===== src/rtl/inst_fetch.sv =====
// inst_fetch -- instruction fetch stage in front of inst_rom.
//
// Owns the fetch PC, runs the ROM chip-select / stall handshake, and queues
// returned words in a 2-entry FIFO that decode drains via valid/ready.
// A redirect flushes the FIFO and restarts fetch at the new PC.
//
// Ports:
//   clk          clock, rising edge
//   rst          asynchronous reset, active low
//   rom_cs       ROM chip select, held for the whole read (registered)
//   rom_addr     ROM word address = pc[31:2]
//   rom_dout     ROM read data, meaningful only in an ack cycle
//   rom_stall    ROM busy; ack = rom_cs & ~rom_stall
//   redirect     one-cycle pulse: discard current stream
//   redirect_pc  new byte PC (bits [1:0] forced to zero)
//   id_ready     decode takes the head entry this cycle
//   if_valid     head entry valid (registered)
//   if_inst      head instruction (registered)
//   if_pc        head byte PC (registered)
//
// Build option:
//   INST_FETCH_ABORT_EN  defined   -> a flush drops rom_cs for one cycle,
//                                      aborting any read in flight.
//                        undefined -> a flush lets the in-flight read finish
//                                      at its old address and discards its data.
//
// state   | meaning
// --------+-----------------------------------------------------------------
// S_FETCH | normal streaming; rom_cs high whenever the FIFO has a free slot
// S_FLUSH | after a redirect; old stream being discarded before refetch

module inst_fetch #(
  parameter logic [31:0] RESET_PC = 32'h0000_0000
) (
  input  logic        clk,
  input  logic        rst,
  output logic        rom_cs,
  output logic [31:0] rom_addr,
  input  logic [31:0] rom_dout,
  input  logic        rom_stall,
  input  logic        redirect,
  input  logic [31:0] redirect_pc,
  input  logic        id_ready,
  output logic        if_valid,
  output logic [31:0] if_inst,
  output logic [31:0] if_pc
);

  typedef enum logic {
    S_FETCH = 1'b0,
    S_FLUSH = 1'b1
  } state_t;

  state_t      state, state_n;
  logic [31:0] pc, pc_n;
  logic [29:0] word_q, word_n;
  logic [1:0]  count, count_n;
  logic [1:0]  fill;
  logic        slot;
  logic [31:0] q_inst   [2];
  logic [31:0] q_inst_n [2];
  logic [31:0] q_pc     [2];
  logic [31:0] q_pc_n   [2];
  logic        cs_n;
  logic        valid_n;
  logic        ack;
  logic        push;
  logic        pop;
`ifndef INST_FETCH_ABORT_EN
  // an old-stream read is still outstanding while in S_FLUSH
  logic        pend, pend_n;
`endif

  assign rom_addr = {2'b00, word_q};
  assign if_inst  = q_inst[0];
  assign if_pc    = q_pc[0];

  assign ack  = rom_cs & ~rom_stall;
  // Acks seen in S_FLUSH belong to the discarded stream.
  assign push = (state == S_FETCH) & ack & ~redirect;
  assign pop  = if_valid & id_ready & ~redirect;

  always_comb begin
    q_inst_n = q_inst;
    q_pc_n   = q_pc;
    pc_n     = pc;
    count_n  = count;
    fill     = 2'd0;
    slot     = 1'b0;
    state_n  = state;
    cs_n     = 1'b0;
    word_n   = word_q;
    valid_n  = 1'b0;
`ifndef INST_FETCH_ABORT_EN
    pend_n   = pend;
`endif

    // FIFO: head is entry 0; a pop shifts entry 1 down, then a push lands
    // in the first slot free after that shift.
    if (redirect) begin
      count_n = 2'd0;
      pc_n    = redirect_pc & 32'hFFFF_FFFC;
    end else begin
      if (pop) begin
        q_inst_n[0] = q_inst[1];
        q_pc_n[0]   = q_pc[1];
      end
      fill = count - {1'b0, pop};
      slot = (fill != 2'd0);
      if (push) begin
        q_inst_n[slot] = rom_dout;
        q_pc_n[slot]   = pc;
        pc_n           = pc + 32'd4;
      end
      count_n = count + {1'b0, push} - {1'b0, pop};
    end

`ifdef INST_FETCH_ABORT_EN
    if (redirect) begin
      state_n = S_FLUSH;
    end else if (state == S_FLUSH) begin
      state_n = S_FETCH;
    end
    // One cycle of rom_cs low in S_FLUSH is enough to reset the ROM.
    cs_n   = (state_n == S_FETCH) && (count_n != 2'd2);
    word_n = pc_n[31:2];
`else
    if (redirect) begin
      state_n = S_FLUSH;
      // A read that acks in the redirect cycle is already finished.
      pend_n  = rom_cs & ~ack;
    end else if ((state == S_FLUSH) && (!pend || ack)) begin
      state_n = S_FETCH;
      pend_n  = 1'b0;
    end
    if (state_n == S_FLUSH) begin
      // Keep the old read alive at its original address until it acks.
      cs_n   = pend_n;
      word_n = word_q;
    end else begin
      cs_n   = (count_n != 2'd2);
      word_n = pc_n[31:2];
    end
`endif

    valid_n = (count_n != 2'd0);
  end

  always_ff @(posedge clk or negedge rst) begin
    if (!rst) begin
      state     <= S_FETCH;
      pc        <= RESET_PC;
      word_q    <= RESET_PC[31:2];
      count     <= 2'd0;
      q_inst[0] <= 32'd0;
      q_inst[1] <= 32'd0;
      q_pc[0]   <= 32'd0;
      q_pc[1]   <= 32'd0;
      rom_cs    <= 1'b0;
      if_valid  <= 1'b0;
`ifndef INST_FETCH_ABORT_EN
      pend      <= 1'b0;
`endif
    end else begin
      state     <= state_n;
      pc        <= pc_n;
      word_q    <= word_n;
      count     <= count_n;
      q_inst[0] <= q_inst_n[0];
      q_inst[1] <= q_inst_n[1];
      q_pc[0]   <= q_pc_n[0];
      q_pc[1]   <= q_pc_n[1];
      rom_cs    <= cs_n;
      if_valid  <= valid_n;
`ifndef INST_FETCH_ABORT_EN
      pend      <= pend_n;
`endif
    end
  end

endmodule


===== config.mk =====
export PLATFORM = sky130hd
export DESIGN_NAME = inst_fetch
export DESIGN_NICKNAME = d
export VERILOG_FILES = /design/src/rtl/inst_fetch.sv
export SDC_FILE = /design/constraint.sdc
export NUM_CORES = 1
export LEC_CHECK = 0
export ABC_AREA = 1
export ABC_CLOCK_PERIOD_IN_PS = 4500
export BUFFER_PORTS_ARGS = -buffer_cell sky130_fd_sc_hd__buf_2
export CAP_MARGIN = 5
export CELL_PAD_IN_SITES_DETAIL_PLACEMENT = 1
export CELL_PAD_IN_SITES_GLOBAL_PLACEMENT = 2
export CORE_MARGIN = 5
export CORE_UTILIZATION = 36
export CTS_BUF_LIST = sky130_fd_sc_hd__clkbuf_8
export CTS_CLUSTER_SIZE = 20
export DETAILED_ROUTE_END_ITERATION = 12
export PLACE_DENSITY_LB_ADDON = 0.2
export SLEW_MARGIN = 20
export SYNTH_ARGS = -nofsm -noshare
export SYNTH_HDL_FRONTEND = slang
export SYNTH_SLANG_ARGS = --single-unit
export TNS_END_PERCENT = 30

===== constraint.sdc =====
create_clock -name clk -period 4.5 [get_ports clk]
set_input_delay 0.225 -clock clk [delete_from_list [all_inputs] [get_ports clk]]
set_output_delay 0.225 -clock clk [all_outputs]
set_load 0.005 [all_outputs]

# Yosys cells after proc, flatten, opt, wreduce, memory -nomap -nowiden
# Index checks and enable logic that the tools add are counted.
[word_totals] reg_bits=196 in_bits=69 out_inout_bits=98 elab_cells=56
[op_classes] add_sub_neg=4 order_cmp=2 eq_ne=1 muxes=18 n_bitwise=11 reduce_logical=8
[ops] cell="32-bit 2-to-1 mux" n=7
[ops] cell="64-bit bitwise mux" n=2
[ops] cell="64-bit 2-to-1 mux" n=2
[ops] cell="32-bit by 3-bit adder with 32-bit output, second input constant" n=1
[ops] cell="32-bit demux with 1-bit select" n=1
[ops] cell="1-bit bitwise AND" n=6
[ops] cell="2-bit nonzero test" n=3
[ops] cell="1-bit 2-to-1 mux" n=5
[ops] cell="1-bit NOT" n=4
[ops] cell="2-bit by 1-bit subtractor with 2-bit output" n=2
[ops] cell="2-bit by 1-bit adder with 2-bit output" n=1
[ops] cell="2-bit greater-or-equal comparator, second input constant" n=1
[ops] cell="1-bit logical AND" n=2
[ops] cell="2-bit by 1-bit < comparator with 1-bit output, second input constant" n=1
[ops] cell="2-bit 2-to-1 mux" n=1
[ops] cell="2-bit inequality test, second input constant" n=1
[ops] cell="1-bit NOT with 2-bit output" n=1
[ops] cell="2-bit AND reduction" n=1
[ops] cell="1-bit zero test" n=1
[ops] cell="1-bit logical OR" n=1

# Depth between registers and ports, before layout
[logic_depth] word_depth=11 mapped_depth=12 depth_no_buf=11

# Worst setup path after synthesis
# No wires, ideal clock.
[synth_path] kind="input-to-reg" start="input port redirect" end="register if_valid" setup_ps=127 arrival_ps=2106 required_ps=4373 path_slack_ps=2266 stages=12 n_path_buf=3 path_cell_list="buf_2 clkinv_2 nand3_4 clkbuf_1 inv_2 clkbuf_1 ha_1 inv_1 ha_1 o21ai_0 a21oi_1 or2_2"
[synth_between] elab_chain_len=6 elab_cells_between_ends=7 classes_between="add/sub: 2; mux: 1; bitwise: 3; reduce/logical: 1"
[synth_lines] item="start, declared" line_no="41" source="input logic redirect,"
[synth_lines] item="1-bit NOT (no source line)"
[synth_lines] item="1-bit bitwise AND" line_no="80" source="assign push = (state == S_FETCH) & ack & ~redirect;"
[synth_lines] item="2-bit by 1-bit adder with 2-bit output" line_no="115" source="count_n = count + {1'b0, push} - {1'b0, pop};"
[synth_lines] item="2-bit by 1-bit subtractor with 2-bit output" line_no="115"
[synth_lines] item="2-bit 2-to-1 mux *" line_no="100" source="if (redirect) begin"
[synth_lines] item="via count_n[1]" line_no="57" source="logic [1:0] count, count_n;"
[synth_lines] item="2-bit nonzero test *" line_no="146" source="valid_n = (count_n != 2'd0);"
[synth_lines] item="via valid_n" line_no="65" source="logic valid_n;"
[synth_lines] item="end signal, assigned" line_no="174" source="if_valid <= valid_n;"
[synth_lines] item="end, declared" line_no="44" source="output logic if_valid,"
# Mark *: on every way through the listed nets, which the timed path passes. The rest lies on a longest branch.
# A chain may end at the register's enable or synchronous reset.

# Worst setup path after layout
[layout_path] start="register if_valid" end="register q_pc (netlist bit if_pc[30])"
[layout_between] elab_chain_len=11 elab_cells_between_ends=14 classes_between="add/sub: 1; order compare: 2; mux: 6; bitwise: 3; reduce/logical: 2"
[layout_lines] item="1-bit bitwise AND * (2 in series)" line_no="81" source="assign pop = if_valid & id_ready & ~redirect;"
[layout_lines] item="2-bit by 1-bit subtractor with 2-bit output" line_no="108" source="fill = count - {1'b0, pop};"
[layout_lines] item="2-bit nonzero test" line_no="109" source="slot = (fill != 2'd0);"
[layout_lines] item="1-bit NOT with 2-bit output (not written as such)" line_no="112" source="q_pc_n[slot] = pc;"
[layout_lines] item="2-bit greater-or-equal comparator (not written as such) / 2-bit by 1-bit < comparator with 1-bit output (equally long branches)" line_no="112"
[layout_lines] item="1-bit logical AND (not written as such)" line_no="112"
[layout_lines] item="32-bit 2-to-1 mux (not written as such)" line_no="112"
[layout_lines] item="32-bit demux with 1-bit select" line_no="112"
[layout_lines] item="64-bit bitwise mux" line_no="112"
[layout_lines] item="64-bit 2-to-1 mux *" line_no="110" source="if (push) begin"
[layout_lines] item="end, declared" line_no="62" source="logic [31:0] q_pc [2];"
# Every way passes the cells marked *; elsewhere a longest branch is shown, timed or not. The select of a mux whose other input is x is not followed.

==> qor.txt <==
worst-path cell chain: nand3_4, o21ai_4, or2_4, buf_12, nand3_1, o21ai_1, inv_1
floorplan row count: 58
Sw Pwr: 1.72 mW
EDFF count, synth: 0
routability cong.: 0.774
Internal: 3.50 mW
RR Startpoint: if_valid
leading cell types by total area after synthesis: dfrtp_1, nand2_1, nand3_1
largest family of logic cells by synthesized area: simple AND/OR/NAND/NOR gates
reg2reg path depth: 7
worst stage delay on the critical path: 0.52 ns
drt wl/cell: 16.1 um
startpoint types: register
largest net degree at the start of global routing: 126
slowest CP cell: o21ai_4
half-perimeter wire length after placement: 17,600 um
Placed Cells: 1,546
fin. max-slew vios: 0
xor and xnor area share after synthesis: 0.0151
# clock sinks: 192
Post-Syn Area: 9280 um^2
final WL: 26,400 um
Seq/Total Area, Yosys: 0.518
Final Cycle Share: 0.529
worst-margin pin slew: 0.954 ns
Syn Inst Count: 1,164
fmax: 0.420 GHz
first-pass GRT wire length: 43,200 um
top-area cell type share of the netlist area: 0.518
Die X: 171 um
core region area: 25,300 um^2
DRC errors left: 0
Yosys cell types: 34
vias in the first global route: 8,146
DR vias: 7,677
fin worst setup slack: 2.12 ns
P_leak: 5.86 nW
Worst Path Required: 4.84 ns
die area: 29,100 um^2
crit end category: register
Synth Area per Inst: 7.97 um^2
Root Buffer: clkbuf_8
Hold Crit Class: in -> reg
Port Buffers: 162
met3 usage in global routing: 0.0261
Hold Violations, Final: 0
Routed Antenna Nets: 0
Synth Flop Type: dfrtp_1
placed cell area: 9890 um^2
Top Usage Layer GRT: met2
commonest non-fill, non-tap cells in the layout: nand2_1, dfrtp_1, buf_2
DRT iter0 DRCs: 486
Worst Path Class, Setup: reg -> reg
YS warnings: 0
Final setup viols: 0
Diodes inserted: 0
Area Overhead vs Synth: 18.0%
Overflow after GRT: 0
CTS tree: built
critical path peak fanout: 125
setup TNS: 0 ns
peak supply drop: 161 uV
io pins: 167
Chip Height: 171 um
post-CTS setup repair buffer count: 0
final cell count without fillers: 1,640
switching share of power: 0.329
Hold Startpoint: rom_dout[13]
clk_lat worst skew: 0.46 ns
DRT Pass-1 Iters: 4
cell area after layout: 11,000 um^2
clock skew: 0.0186 ns
Inserted Clock Buffers: 17
Clk pin slew, worst setup/hold paths: 0.10 ns
part of the power in the clock network: 0.243
Power per Cell Area: 476 nW/um^2
CP arrival: 2.72 ns
total track usage: 0.185
Critical Path Start: if_valid
DP Worst Slack: 1.89 ns
outcome: finished, final reports clean
asr flop ratio synth: 1.00
commonest non-fill, non-tap cell in the layout: nand2_1
delay-heaviest family, CP: simple AND/OR/NAND/NOR gates
Slew Limit Headroom: 0.364
Post-Synth Simple-Gate Area: 0.268
starting density of the core: 0.368
WP buf/inv: 2
Layout Nets: 1,369
layout cells sized above 1: 0.167
Max clock buf depth: 2
H-tree depth: 4
Hold Path Depth: 3
Stages on worst setup path: 7
initial antenna violation count: 0
Comb power frac: 0.269
leading area contributor after synthesis: dfrtp_1
synthesized flop and latch total: 192
multiplexer share of the synthesized area: 0
post-synthesis adder-cell area fraction: 0.00404
Tmin final: 2.38 ns
post-synthesis compound-gate area fraction: 0.0647
met1 GRT Util: 0.267
max-cap viol count: 0
RSZ-0062 raised after global routing: no
final core utilization: 0.434
Sequential Power Share: 0.487
Avg Vias per Cell: 4.68
GR Util met2: 0.297
[synthesized netlist by cell type, types with 3 or more instances]
master and n:
o21ai_1 50, dfrtp_1 192, xor2_1 14, nand3_1 156
buf_2 4, nand2_1 381, clkbuf_1 43, inv_1 115
buf_4 66, nand4_1 6, ha_1 3, nor2_2 3
a21oi_1 4, or2_2 4, nor3_1 5, o21ai_0 60
buf_1 3, buf_6 6, nor2_1 31
[cells by family after synthesis]
family,Yosys count
compound gates,118
flops,192
other cells,1
fa+ha+maj,3
xor+xnor,16
simple gates,593
buf+inv,241
[power by group through the flow]
| stage | Clock [mW] | Sequential [mW] | Combinational, mW |
|---|---|---|---|
| detailed placement | 0 | 2.58 | 1.40 |
| CTS | 1.31 | 2.55 | 1.45 |
| floorplan | 0 | 2.49 | 1.17 |
| finish | 1.27 | 2.54 | 1.40 |
| global placement | 0 | 2.56 | 1.35 |
| global route | 1.38 | 2.62 | 1.64 |
[per-layer routing]
metal  part of all wire  up-vias
met5                  0        -
met4              0.014        0
met3              0.038       25
met2               0.46      142
met1               0.49     3648
li1                   -     3862
[state kept, by name, indices dropped and copies added, names as in the netlist]
| register | flops |
|---|---|
| rom_cs | 1 |
| pc | 30 |
| q_pc | 30 |
| if_inst | 32 |
| q_inst | 32 |
| state | 1 |
| count | 2 |
| word_q | 30 |
| if_valid | 1 |
| if_pc | 32 |
| pend | 1 |
[final cells by class]
| type | instances | area [um^2] |
|---|---|---|
| Tap cell | 330 | 413 |
| Sequential cell | 192 | 4800 |
| Fill cell | 3162 | 14300 |
| Clock buffer | 18 | 248 |
| Inverter | 118 | 444 |
| Multi-Input combinational cell | 732 | 3300 |
| Timing Repair Buffer | 236 | 1560 |
| Clock inverter | 14 | 190 |
[worst paths after layout]
kind,endpoint,slack (ns)
min,if_inst[13],0.03
min in group asynchronous,word_q[2],0.46
min reg2reg,q_inst[15],0.48
max in group asynchronous,q_inst[17],3.05
max,if_pc[30],2.12
max reg2reg,if_pc[30],2.12
[metrics by stage]
| step | hold WS (ns) | power, mW |
|---|---|---|
| floorplan | -0.0706 | 3.66 |
| global placement | 0.430 | 3.91 |
| detailed placement | 0.432 | 3.98 |
| CTS | 0.00232 | 5.31 |
| global route | 0.0176 | 5.64 |
| finish | 0.0337 | 5.21 |
[worst reg2reg max path: stages, from the launching register on]
cell	delay, ns
dfrtp_1	0.40
nand3_4	0.34
o21ai_4	0.53
or2_4	0.22
buf_12	0.41
nand3_1	0.21
o21ai_1	0.13
inv_1	0.05
[what timing repair did]
action                                  CTS  global route
endpoints found under the setup margin    0             0
gates resized for setup                   0             0
endpoints found under the hold margin   164             0
hold buffers                             62             0
Power figures use the tool's default switching activity.
